--- src/rtl/mem_stage_ctrl.sv ---
// ---------------------------------------------------------------------------
// mem_stage_ctrl
//   MEM-stage data-memory controller. It turns each decoded memory op
//   (mem_read / mem_write / mem_byte_enable) into one held request on the
//   data-memory port, waits for the one-cycle response and stalls the
//   pipeline until the access completes.
//
//   Optional feature macro: MEM_TIMEOUT_EN
//     defined   : ACCESS aborts after TIMEOUT_CYCLES cycles without a response,
//                 setting the sticky timeout_err flag.
//     undefined : ACCESS waits indefinitely; timeout_err is tied to 0.
//
// Parameters
//   WIDTH          data/address width
//   TIMEOUT_CYCLES ACCESS cycles before abort (only with MEM_TIMEOUT_EN)
//
// Ports
//   clk, reset                 clock, asynchronous active-high reset
//   req_valid/read/write       MEM-stage instruction valid and direction
//   req_byte_enable            byte lanes of the op
//   req_addr, req_wdata        MAR / MDR values
//   dmem_read/write            registered strobes to data memory
//   dmem_byte_enable/address/wdata  held request fields
//   dmem_resp, dmem_rdata      completion pulse and load data
//   stall                      hold pipeline registers this cycle
//   rdata, rdata_valid         captured load data, valid one cycle in DONE
//   timeout_err                sticky access-timeout flag
//
// States
//   state     | meaning
//   ST_IDLE   | no access in flight; a memory op here raises stall at once
//   ST_ACCESS | strobe held on dmem port until dmem_resp (or timeout)
//   ST_DONE   | one cycle; stall released, load data presented
// ---------------------------------------------------------------------------
module mem_stage_ctrl #(
  parameter int WIDTH          = 16,
  parameter int TIMEOUT_CYCLES = 255
) (
  input  logic             clk,
  input  logic             reset,
  input  logic             req_valid,
  input  logic             req_read,
  input  logic             req_write,
  input  logic [1:0]       req_byte_enable,
  input  logic [WIDTH-1:0] req_addr,
  input  logic [WIDTH-1:0] req_wdata,
  output logic             dmem_read,
  output logic             dmem_write,
  output logic [1:0]       dmem_byte_enable,
  output logic [WIDTH-1:0] dmem_address,
  output logic [WIDTH-1:0] dmem_wdata,
  input  logic             dmem_resp,
  input  logic [WIDTH-1:0] dmem_rdata,
  output logic             stall,
  output logic [WIDTH-1:0] rdata,
  output logic             rdata_valid,
  output logic             timeout_err
);

  typedef enum logic [1:0] {
    ST_IDLE   = 2'd0,
    ST_ACCESS = 2'd1,
    ST_DONE   = 2'd2
  } state_t;

  state_t r_state;
  state_t w_state_nxt;

  logic             w_mem_op;
  logic             w_stall;
  logic             w_start;
  logic             w_finish;
  logic             w_abort;

  logic             r_dmem_read;
  logic             r_dmem_write;
  logic [1:0]       r_be;
  logic [WIDTH-1:0] r_addr;
  logic [WIDTH-1:0] r_wdata;
  logic             r_op_read;
  logic [WIDTH-1:0] r_rdata;
  logic             r_rdata_valid;
  logic             r_timeout_err;

  assign w_mem_op = req_valid & (req_read | req_write);
  assign w_start  = (r_state == ST_IDLE) & w_mem_op;

`ifdef MEM_TIMEOUT_EN
  localparam int TCW = ($clog2(TIMEOUT_CYCLES + 1) > 8) ? $clog2(TIMEOUT_CYCLES + 1) : 8;
  localparam logic [TCW-1:0] TC_LAST = TCW'(TIMEOUT_CYCLES - 1);

  logic [TCW-1:0] r_tcount;

  // Abort on the edge that would bring the count to TIMEOUT_CYCLES, so the
  // strobe is held for exactly TIMEOUT_CYCLES cycles. A response arriving in
  // that same cycle wins and completes normally.
  assign w_abort = (r_state == ST_ACCESS) & ~dmem_resp & (r_tcount == TC_LAST);

  always_ff @(posedge clk or posedge reset) begin
    if (reset) begin
      r_tcount <= '0;
    end else if (w_start) begin
      r_tcount <= '0;
    end else if ((r_state == ST_ACCESS) && !dmem_resp) begin
      r_tcount <= r_tcount + 1'b1;
    end
  end
`else
  assign w_abort = 1'b0;
`endif

  assign w_finish = (r_state == ST_ACCESS) & (dmem_resp | w_abort);

  always_ff @(posedge clk or posedge reset) begin
    if (reset) r_state <= ST_IDLE;
    else       r_state <= w_state_nxt;
  end

  always_comb begin
    w_state_nxt = r_state;
    w_stall     = 1'b0;
    case (r_state)
      ST_IDLE: begin
        if (w_mem_op) begin
          w_stall     = 1'b1;
          w_state_nxt = ST_ACCESS;
        end
      end
      ST_ACCESS: begin
        w_stall = 1'b1;
        if (dmem_resp || w_abort) w_state_nxt = ST_DONE;
      end
      // Unconditional return: the pipeline advances on the DONE edge, so the
      // op just completed can never be seen again in IDLE.
      ST_DONE: w_state_nxt = ST_IDLE;
      default: w_state_nxt = ST_IDLE;
    endcase
  end

  always_ff @(posedge clk or posedge reset) begin
    if (reset) begin
      r_dmem_read   <= 1'b0;
      r_dmem_write  <= 1'b0;
      r_be          <= '0;
      r_addr        <= '0;
      r_wdata       <= '0;
      r_op_read     <= 1'b0;
      r_rdata       <= '0;
      r_rdata_valid <= 1'b0;
      r_timeout_err <= 1'b0;
    end else begin
      r_rdata_valid <= 1'b0;
      if (w_start) begin
        // Read+write together is illegal; the write wins.
        r_dmem_read  <= req_read & ~req_write;
        r_dmem_write <= req_write;
        r_op_read    <= req_read & ~req_write;
        r_be         <= req_byte_enable;
        r_addr       <= req_addr;
        r_wdata      <= req_wdata;
      end
      if (w_finish) begin
        r_dmem_read   <= 1'b0;
        r_dmem_write  <= 1'b0;
        r_rdata_valid <= r_op_read;
        if (r_op_read) r_rdata <= dmem_resp ? dmem_rdata : '0;
        if (w_abort)   r_timeout_err <= 1'b1;
      end
    end
  end

  assign dmem_read        = r_dmem_read;
  assign dmem_write       = r_dmem_write;
  assign dmem_byte_enable = r_be;
  assign dmem_address     = r_addr;
  assign dmem_wdata       = r_wdata;
  assign stall            = w_stall;
  assign rdata            = r_rdata;
  assign rdata_valid      = r_rdata_valid;
  assign timeout_err      = r_timeout_err;

endmodule
--- config.mk ---
export PLATFORM = sky130hd
export DESIGN_NAME = mem_stage_ctrl
export DESIGN_NICKNAME = d
export VERILOG_FILES = /design/src/rtl/mem_stage_ctrl.sv
export SDC_FILE = /design/constraint.sdc
export NUM_CORES = 1
export LEC_CHECK = 0
export BUFFER_PORTS_ARGS = -buffer_cell sky130_fd_sc_hd__buf_2
export CAP_MARGIN = 20
export CORE_UTILIZATION = 25
export CTS_BUF_LIST = sky130_fd_sc_hd__clkbuf_8 sky130_fd_sc_hd__clkbuf_16
export CTS_CLUSTER_DIAMETER = 150
export CTS_CLUSTER_SIZE = 30
export DETAILED_ROUTE_END_ITERATION = 8
export PLACE_DENSITY = 0.52
export SLEW_MARGIN = 40
export SYNTH_ARGS = -nofsm -noshare
export SYNTH_HDL_FRONTEND = slang
export SYNTH_SLANG_ARGS = --single-unit
export TNS_END_PERCENT = 30
--- constraint.sdc ---
create_clock -name clk -period 4.8 [get_ports clk]
set_clock_uncertainty 0.05 [all_clocks]
set_input_delay 0.48 -clock clk [delete_from_list [all_inputs] [get_ports clk]]
set_output_delay 0.48 -clock clk [all_outputs]
set_load 0.005 [all_outputs]
== Yosys cells after proc, flatten, opt, wreduce, memory -nomap -nowiden ==
Index checks and enable logic that the tools add are counted.

* Bits in registers: 56
* Bits of input ports: 56
* Output and inout bits: 55
* Word-level logic and storage cells: 33

* Equality and inequality tests: 3
* Multiplexer cells: 11
* Bitwise operators: 6
* Reduce and logical (&&, ||, !) cells: 4

{| class="wikitable"
|+ Operators by type and width
! kind !! number
|-
| $mux W16 || 1
|-
| $mux W1 || 6
|-
| $and A1 B1 Y1 || 4
|-
| $mux W2 || 2
|-
| $ne A2 B2 Y1 const B || 2
|-
| $pmux W2 S2 || 1
|-
| $reduce_and A2 Y1 || 2
|-
| $eq A2 B1 Y1 const B || 1
|-
| $logic_not A2 Y1 || 1
|-
| $pmux W1 S2 || 1
|-
| $reduce_bool A2 Y1 || 1
|-
| $not A1 Y1 || 1
|-
| $or A1 B1 Y1 || 1
|}

== Longest topological paths before layout ==
Gate-level depths: netlist of run 1.

* Depth in word-level cells: 5
* Depth in mapped cells: 5

== Worst setup path after synthesis of run 1 ==
OpenSTA, ideal clock, no wires.

* Path kind: input -> register
* Start point: in req_read
* End point: reg r_addr[0], in the netlist dmem_address[0]
* Arrival: 1.289 ns
* Setup slack: 3.336 ns
* Stages on the path: 5
* Path buffers: 2
* Path through: o21ai_2 -> nor3_2 -> buf_6 -> buf_6 -> mux2_2

* Longest elaborated chain between the ends: 3

{| class="wikitable"
|+ Ends and longest elaborated chain
! what !! RTL line !! RTL
|-
| from (decl) || 42 || <nowiki>input logic req_read,</nowiki>
|-
| $or A1 B1 Y1 || 85 || <nowiki>assign w_mem_op = req_valid & (req_read | req_write);</nowiki>
|-
| $and A1 B1 Y1 || 85 ||
|-
| $and A1 B1 Y1 || 86 || <nowiki>assign w_start = (r_state == ST_IDLE) & w_mem_op;</nowiki>
|-
| to (signal assigned) || 159 || <nowiki>r_addr <= req_addr;</nowiki>
|-
| to (decl) || 78 || <nowiki>logic [WIDTH-1:0] r_addr;</nowiki>
|}

Every way passes these cells.
A chain may end at the register's enable or synchronous reset.

== Final worst setup path of run 1 ==
* Start point: reg r_state[1]
* End point: reg r_addr[10], in the netlist dmem_address[10]

* Longest elaborated chain between the ends: 2

{| class="wikitable"
|+ Ends and longest elaborated chain
! what !! RTL line !! RTL
|-
| from (decl) || 66 || <nowiki>state_t r_state;</nowiki>
|-
| from (signal assigned) || 116 || <nowiki>else r_state <= w_state_nxt;</nowiki>
|-
| $logic_not A2 Y1 || 86 ||
|-
| $and A1 B1 Y1 || 86 ||
|}

Every way passes these cells.

==> results of run 1 <==
## stage by stage
stage	utilization [%]	instances	total power, mW	instance area, µm²	hold WS [ps]
floorplan	-	131	1.00	2190	433
global placement	33.8	341	1.23	2820	419
detailed placement	33.8	341	1.23	2820	424
CTS	35.2	349	1.56	2940	329
global route	35.2	349	1.64	2940	328
finish	35.2	349	1.53	2940	305
## Yosys cell counts, drive strengths merged
library cell	instances
buf	6
or2	1
or4	1
conb	1
nor3	2
o211a	1
nand3b	1
mux2	50
dfrtp	56
o21ai	3
inv	5
a21oi	1
nand2	3
## cell families (layout without fill, tap and decap cells)
family                 after synthesis  in the layout
multiplexers                        50             50
other                                1              1
buffers and inverters               11            124
flip-flops                          56             56
AND/OR/NAND/NOR                      8              8
AO/OA/AOI/OAI                        5              5
## final cells by class
type | count | area [µm²] | area share (%)
sequential | 56 | 1400 | 47.7
timing repair buffer | 111 | 561 | 19.1
inverter | 5 | 21.3 | 0.724
multi-input combinational | 64 | 708 | 24.1
tap | 105 | 131 | 4.47
clock buffer | 5 | 68.8 | 2.34
clock inverter | 3 | 46.3 | 1.58
## metal layers
metal  track usage [%]  vias up
met1              10.2      681
met5                 0        -
met3              3.91        4
met4              3.36        0
li1                  -      670
met2              16.5       73
## worst min-delay path: stages
cell	delay (ps)
sky130_fd_sc_hd__buf_2	100
sky130_fd_sc_hd__inv_2	30
sky130_fd_sc_hd__buf_4	550
## report_power, final
part           leakage, nW  internal, mW  switching, mW
Clock               0.0600         0.158          0.160
Combinational        0.780         0.299          0.170
Sequential           0.668         0.651         0.0902
Total                 1.51          1.11          0.420
## sequential cells by signal, summed over array words and instances (netlist names)
name              flops
dmem_read             1
dmem_byte_enable      2
dmem_write            1
r_state               2
rdata                16
dmem_wdata           16
dmem_address         16
r_op_read             1
rdata_valid           1
## cells in the final DEF (no fill, tap or decap), types with 2 or more instances in the layout
cell	Yosys	final
sky130_fd_sc_hd__buf_2	1	109
sky130_fd_sc_hd__buf_4	1	2
sky130_fd_sc_hd__clkbuf_8	0	5
sky130_fd_sc_hd__dfrtp_1	56	56
sky130_fd_sc_hd__inv_1	4	3
sky130_fd_sc_hd__mux2_1	2	2
sky130_fd_sc_hd__mux2_2	39	39
sky130_fd_sc_hd__mux2_4	9	9
sky130_fd_sc_hd__nand2_1	2	2
sky130_fd_sc_hd__o21ai_0	2	2
## worst paths after layout
kind | end | slack, ps | cells after the start
worst max-delay path | dmem_address[10] | 2870 | 3
worst min-delay path | dmem_wdata[10] | 300 | 3
worst max register to register | dmem_address[10] | 2870 | 3
worst min register to register | dmem_wdata[0] | 440 | 1
max in group asynchronous | rdata[10] | 3930 | 3
min in group clk | dmem_wdata[0] | 340 | 2
==> tab_implementation.tex, run 1 <==
\begin{tabular}{lr}
\hline
Metric & Value \\
\hline
\multicolumn{2}{l}{\textbf{Place}} \\
Final HPWL DP & about 3100 µm \\
Number of I/O port buffers & approximately 110 \\
Gpl congestion & 0.626 \\
Place WS & between 2000 and 3000 ps \\
\multicolumn{2}{l}{\textbf{Drt}} \\
Vias per inst & around 4.1 \\
Count of nets left with antenna violations after detail routing & 0 \\
Routed length on met3 & 498 µm \\
WL per Instance & approximately 12 µm \\
Remaining DRCs & 0 \\
Via total after detailed routing & roughly 1.4k \\
First-pass iteration count of the detailed router & 3 \\
Total length of routed wires & around 4300 µm \\
DRT iter0 DRCs & 12 \\
Met1 layer wirelength in the final routing & between 1500 and 2000 µm \\
Uppermost signal routing layer after detailed routing & met4 \\
Met2 wirelength from detailed routing & approximately 2000 µm \\
\multicolumn{2}{l}{\textbf{Pwr}} \\
Leakage & approximately 1.5 nW \\
Total power per unit cell area & roughly 520 nW/µm² \\
Maximum ir drop on the vdd rail & about 0.19 mV \\
\multicolumn{2}{l}{\textbf{Setup path}} \\
Cell chain of the critical path & nor3\_4 > buf\_4 > mux2\_2 \\
Buffering stage count on the worst path with inverters included & 1 \\
Startpoint kind of the worst setup timing path & flip-flop \\
CP required & a little under 5000 ps \\
Reg-to-reg startpoint & r\_state[1] \\
Slowest Stage Delay on Critical Path & roughly 500 ps \\
Data arrival, critical path & between 2000 and 2500 ps \\
Dominant delay contributor by cell family on the critical path & simple AND/OR/NAND/NOR gates \\
Critical path class & flip-flop to flip-flop \\
Highest net fanout along the worst path & 27 \\
Element type at the critical path end & flip-flop \\
CP max stage cell & sky130\_fd\_sc\_hd\_\_nor3\_4 \\
Origin of the worst setup path & r\_state[1] \\
\multicolumn{2}{l}{\textbf{Yosys}} \\
Fraction of the yosys area taken by sequential cells & 64.0\% \\
Syn Nets & roughly 190 \\
Post-synthesis mux area share & 27.2\% \\
Largest area contributor in the netlist & sky130\_fd\_sc\_hd\_\_dfrtp\_1 \\
Syn Area/Cell & roughly 17 µm² \\
Leading post-synthesis cells by cell area & sky130\_fd\_sc\_hd\_\_dfrtp\_1 (64\%), sky130\_fd\_sc\_hd\_\_mux2\_2 (20\%), sky130\_fd\_sc\_hd\_\_mux2\_4 (6.2\%), sky130\_fd\_sc\_hd\_\_buf\_6 (1.5\%), sky130\_fd\_sc\_hd\_\_mux2\_1 (1.0\%) \\
Adder-Cell Fraction of Synth Area & 0\% \\
Synthesis warning total & 0 \\
Combinational family with the most area after synthesis & multiplexers \\
Syn Inst Count & 131 \\
Parity-gate share of the synthesized area counting xor and xnor cells & 0\% \\
Yosys reg bits & between 50 and 60 \\
Area fraction of the dominant cell type after synthesis & 64.0\% \\
Fraction of the mapped netlist area in compound gates & between 1.5 and 2\% \\
Synth Cell Area & $\sim$2200 µm² \\
Number of distinct library cells after synthesis & 22 \\
Simple-gate share of the synthesized area & 3.08\% \\
\multicolumn{2}{l}{\textbf{Cells and area}} \\
Area delta synth->final & 34.1\% \\
Layout cell share with drive strength beyond 1 & approximately 71\% \\
Fill count & 825 \\
Diodes inserted & 0 \\
Final \#Nets & about 300 \\
\multicolumn{2}{l}{\textbf{Clock tree}} \\
H-tree lvl count & 2 \\
Cell chosen for the clock root & sky130\_fd\_sc\_hd\_\_clkbuf\_8 \\
Clk sink count & 56 \\
Number of buffers created by CTS & 5 \\
Clock slew seen by the registers of the worst setup and hold paths & about 110 ps \\
Clock tree from TritonCTS & done \\
CTS Buffer Depth & 2 \\
Number of instances resized during post-cts repair & 0 \\
Worst skew pair latency & about 300 ps \\
Buffers inserted during post-CTS setup optimization & 0 \\
Hold\_buf cts & 0 \\
\multicolumn{2}{l}{\textbf{STA}} \\
Achievable frequency & 0.518 GHz \\
Least setup slack across all paths after layout & approximately 2900 ps \\
Final clock period utilization by the worst path & between 40\% and 50\% \\
Slew HR & between 50\% and 60\% \\
Min Tclk post-route & around 1900 ps \\
Slew of the pin with the lowest slew margin & roughly 700 ps \\
Setup total negative slack & 0 ps \\
Final Max Slew Viols & 0 \\
Final number of setup-violating endpoints & 0 \\
RSZ-0062 raised after global routing & false \\
Count of final hold-check violations & 0 \\
\multicolumn{2}{l}{\textbf{Floorplanning}} \\
Initial cell density of the core & between 20\% and 30\% \\
Std cell rows & 33 \\
CORE AREA & roughly 8300 µm² \\
Top Ports & $\sim$110 \\
Die outline area & between 9000 and 10000 µm² \\
Height of the die & roughly 96 µm \\
Die width & $\sim$96 µm \\
\multicolumn{2}{l}{\textbf{Global routing}} \\
Largest net degree at the start of global routing & 57 \\
First-pass GRT wire length & between 6000 and 7000 µm \\
Vias in the first global route & roughly 1.5k \\
Grt total ovfl & 0 \\
All-Layer GR Usage & 9.42\% \\
Initial antenna violation count & 0 \\
\multicolumn{2}{l}{\textbf{Status}} \\
Outcome & complete, no violations \\
\multicolumn{2}{l}{\textbf{Hold path}} \\
Hold crit path type & input pin to asynchronous set/reset pin \\
\multicolumn{2}{l}{\textbf{Job}} \\
Number of max-cap violations & 0 \\
\hline
\end{tabular}
Note: power is estimated with default switching activity, not from simulation.
==> inputs of run 2 (changes only) <==
--- a/config.mk
+++ b/config.mk
@@ -5,6 +5,7 @@
 export SDC_FILE = /design/constraint.sdc
 export NUM_CORES = 1
 export LEC_CHECK = 0
+export ABC_AREA = 1
 export BUFFER_PORTS_ARGS = -buffer_cell sky130_fd_sc_hd__buf_2
 export CAP_MARGIN = 20
 export CORE_UTILIZATION = 25
==> constraint.sdc (replaced) <==
create_clock -name clk -period 1.8 [get_ports clk]
set_clock_uncertainty 0.05 [all_clocks]
set_input_delay 0.18 -clock clk [delete_from_list [all_inputs] [get_ports clk]]
set_output_delay 0.18 -clock clk [all_outputs]
set_load 0.005 [all_outputs]
==> run 2 against run 1 <==
- worst setup slack got worse by 2700 ps
- via count grew 26%
- sequential cell count unchanged
- largest cell class unchanged
- non-clock buffer count rose by 2
- first-iteration DRC count grew to 5.2 times the previous value
- die area rose by 0.56%
- register-to-register slack got worse by 2400 ps
- design area rose by 1.0%
- count of clock-buffer cells in the layout unchanged
- critical path type is now flip-flop to output pin
- utilization increased by 0.18 points
- synthesized area up 0.57%
==> tab_implementation.tex, run 2 <==
\begin{tabular}{lr}
\hline
Metric & Value \\
\hline
\multicolumn{2}{l}{\textbf{Status}} \\
Outcome & complete, no violations \\
\multicolumn{2}{l}{\textbf{Drt}} \\
First-pass iteration count of the detailed router & 4 (+1) \\
DRT iter0 DRCs & 62 (+50) \\
WL per Instance & 10.8 µm (-13\%) \\
Remaining DRCs & 0 (unchanged) \\
Count of nets left with antenna violations after detail routing & 0 (unchanged) \\
Vias per inst & 3.94 (-3.6\%) \\
Via total after detailed routing & 1798 (+26\%) \\
Total length of routed wires & 4930 µm (+14\%) \\
\multicolumn{2}{l}{\textbf{Setup path}} \\
Slowest Stage Delay on Critical Path & 420 ps (-80 ps) \\
Element type at the critical path end & output pin \\
Buffering stage count on the worst path with inverters included & 2 (+1) \\
Startpoint kind of the worst setup timing path & flip-flop \\
Cell chain of the critical path & nor2\_2 > nand3\_4 > buf\_4 > nand2\_1 > buf\_2 \\
R2r setup slk & 470 ps (-2400 ps) \\
Dominant delay contributor by cell family on the critical path & flip-flops \\
Worst r2r path cells & 5 (+2) \\
CP max stage cell & sky130\_fd\_sc\_hd\_\_dfrtp\_1 \\
Data arrival, critical path & 1430 ps (-650 ps) \\
CP required & 1570 ps (-3380 ps) \\
Critical path class & flip-flop to output pin \\
Path length in cells of the critical path & 5 (+2) \\
Highest net fanout along the worst path & 28 (+3.7\%) \\
\multicolumn{2}{l}{\textbf{STA}} \\
Final number of setup-violating endpoints & 0 (unchanged) \\
Count of final hold-check violations & 0 (unchanged) \\
Final Max Slew Viols & 0 (unchanged) \\
Setup total negative slack & 0 ps (unchanged) \\
Min Tclk post-route & roughly 1700 ps \\
Hold Worst Slack & 18.9 ps (-286 ps) \\
Least setup slack across all paths after layout & 138 ps (-2730 ps) \\
Achievable frequency & 0.602 GHz \\
RSZ-0062 raised after global routing & false \\
Final clock period utilization by the worst path & around 90\% \\
\multicolumn{2}{l}{\textbf{Clock tree}} \\
Worst skew pair latency & 300 ps (about the same) \\
CTS Buffer Depth & 2 (unchanged) \\
Clk sink count & 56 (unchanged) \\
Number of buffers created by CTS & 5 (unchanged) \\
Clock slew seen by the registers of the worst setup and hold paths & 100 ps (about the same) \\
Cell chosen for the clock root & sky130\_fd\_sc\_hd\_\_clkbuf\_8 \\
Clock tree from TritonCTS & done \\
H-tree lvl count & 2 (unchanged) \\
Number of instances resized during post-cts repair & 0 (unchanged) \\
\multicolumn{2}{l}{\textbf{Global routing}} \\
First-pass GRT wire length & 7950 µm (+21\%) \\
Vias in the first global route & 1667 (+14\%) \\
All-Layer GR Usage & 11.1\% (+1.7 points) \\
Largest net degree at the start of global routing & 57 (unchanged) \\
Initial antenna violation count & 0 (unchanged) \\
Grt total ovfl & 0 (unchanged) \\
\multicolumn{2}{l}{\textbf{Yosys}} \\
Syn Area/Cell & 9.18 µm² (-45\%) \\
Synth Cell Area & 2200 µm² (+0.57\%) \\
Most common cell in the netlist & sky130\_fd\_sc\_hd\_\_nand2\_1 \\
Area fraction of the dominant cell type after synthesis & 63.6\% (-0.36 points) \\
Synthesis warning total & 0 (unchanged) \\
Syn Nets & 296 (+58\%) \\
Synth top cells by count & sky130\_fd\_sc\_hd\_\_nand2\_1 (89), sky130\_fd\_sc\_hd\_\_dfrtp\_1 (56), sky130\_fd\_sc\_hd\_\_inv\_1 (39) \\
Count of flip-flops with a built-in enable after synthesis & 0 (unchanged) \\
Fraction of the yosys area taken by sequential cells & 63.6\% (-0.36 points) \\
Largest area contributor in the netlist & sky130\_fd\_sc\_hd\_\_dfrtp\_1 \\
Yosys reg bits & 56 (unchanged) \\
Ys async rst share & 100\% (unchanged) \\
Most instantiated flip-flop cell in the synthesis netlist & sky130\_fd\_sc\_hd\_\_dfrtp\_1 \\
Leading post-synthesis cells by cell area & sky130\_fd\_sc\_hd\_\_dfrtp\_1 (64\%), sky130\_fd\_sc\_hd\_\_nand2\_1 (15\%), sky130\_fd\_sc\_hd\_\_o21ai\_1 (7.7\%), sky130\_fd\_sc\_hd\_\_inv\_1 (6.6\%), sky130\_fd\_sc\_hd\_\_buf\_2 (1.6\%) \\
Number of distinct library cells after synthesis & 17 (-23\%) \\
Syn Inst Count & 240 (+83\%) \\
\multicolumn{2}{l}{\textbf{Place}} \\
Gpl congestion & 0.632 (+0.89\%) \\
Post-placement cell count & 447 (+31\%) \\
Place WS & 481 ps (-2220 ps) \\
Number of I/O port buffers & 109 (unchanged) \\
Post-detailed-placement cell area & 2850 µm² (+0.97\%) \\
Final HPWL DP & 3580 µm (+16\%) \\
\multicolumn{2}{l}{\textbf{Cells and area}} \\
Highest-count cells in the layout ignoring fill and taps & sky130\_fd\_sc\_hd\_\_buf\_2 (109), sky130\_fd\_sc\_hd\_\_nand2\_1 (89), sky130\_fd\_sc\_hd\_\_dfrtp\_1 (56), sky130\_fd\_sc\_hd\_\_inv\_1 (39), sky130\_fd\_sc\_hd\_\_o21ai\_1 (34) \\
Leading cell type in the layout, fill and taps excluded & sky130\_fd\_sc\_hd\_\_buf\_2 \\
Fill count & 929 (+13\%) \\
Layout cell share with drive strength beyond 1 & 35.9\% (-35 points) \\
Area delta synth->final & 34.7\% \\
Diodes inserted & 0 (unchanged) \\
Final \#Nets & 406 (+36\%) \\
Final Instance Count excl. Fillers & 456 (+31\%) \\
Post-route design area & 2970 µm² (+1.0\%) \\
\multicolumn{2}{l}{\textbf{Hold path}} \\
Hold crit path type & input pin to flip-flop \\
Worst hold stages & 3 \\
\multicolumn{2}{l}{\textbf{Floorplanning}} \\
Die width & 95.9 µm (+0.28\%) \\
Std cell rows & 33 (unchanged) \\
Height of the die & 95.9 µm (+0.28\%) \\
Initial cell density of the core & 26.3\% (about the same) \\
Top Ports & 111 (unchanged) \\
Die outline area & 9190 µm² (+0.56\%) \\
CORE AREA & 8380 µm² (+0.50\%) \\
\multicolumn{2}{l}{\textbf{Pwr}} \\
Total power per unit cell area & 1310 nW/µm² (+150\%) \\
Maximum ir drop on the vdd rail & 0.366 mV (+96\%) \\
Leakage & 1.76 nW (+17\%) \\
\multicolumn{2}{l}{\textbf{Job}} \\
Number of max-cap violations & 0 (unchanged) \\
\hline
\end{tabular}
-- run 2: cell count changes after synthesis, sizes merged, moves of 4 or more --
| cell | change |
|---|---|
| nand2 | +87 |
| inv | +35 |
| mux2 | -50 |
| o21ai | +32 |
| nand3 | +4 |
| buf | +4 |
-- run 2: stage by stage --
step / util, % / total power [mW]
2_1_floorplan: - / 2.52
3_3_place_gp: 34.0 / 3.12
3_5_place_dp: 34.0 / 3.15
4_1_cts: 35.4 / 3.98
5_1_grt: 35.4 / 4.23
6_report: 35.4 / 3.89
-- run 2: metal layers --
| layer | vias up | routed length, µm | GRT usage [%] |
|---|---|---|---|
| met5 | - | 0 | 0 |
| met4 | 0 | 58 | 2.99 |
| met3 | 6 | 291 | 2.76 |
| met2 | 54 | 2310 | 18.6 |
| met1 | 804 | 2270 | 14.2 |
| li1 | 934 | - | - |
-- run 2: tightest hold or removal path: stages --
cell	delay (ps)
sky130_fd_sc_hd__buf_2	70
sky130_fd_sc_hd__nand2_1	40
sky130_fd_sc_hd__nand2_1	50
-- run 2: power breakdown --
| group | total [mW] | switching [mW] | internal, mW |
|---|---|---|---|
| sequential | 1.96 | 0.240 | 1.72 |
| clock | 0.801 | 0.393 | 0.408 |
| combinational | 1.13 | 0.573 | 0.560 |
-- run 2: final timing paths --
path | from | end
hold / removal | dmem_rdata[6] | rdata[6]
setup / recovery | r_state[0] | stall
max in group asynchronous | reset | rdata[9]
min in group asynchronous | reset | dmem_address[12]
hold reg to reg | rdata[13] | rdata[13]
setup reg to reg | r_state[0] | dmem_address[8]
-- run 2: timing repair --
item,4_1_cts,5_1_grt
hold buffers,1,0
setup buffers,0,0
hold endpoints to repair,56,0
-- run 2: logic make-up after synthesis --
logic type	after synthesis	synth area share, %
other	1	0.170
and+or+nand+nor	98	18.5
DFF	56	63.6
buffers and inverters	50	9.77
AOI/OAI and AO/OA	35	7.95
-- run 2: final cells by class --
class	count	area (µm²)	share of cell area [%]
clock buffers	5	68.8	2.32
clock inverters	3	38.8	1.31
inverters	40	150	5.06
multi-input cells	134	587	19.8
flip-flops and latches	56	1400	47.2
well taps	105	131	4.43
repair buffers	113	591	19.9
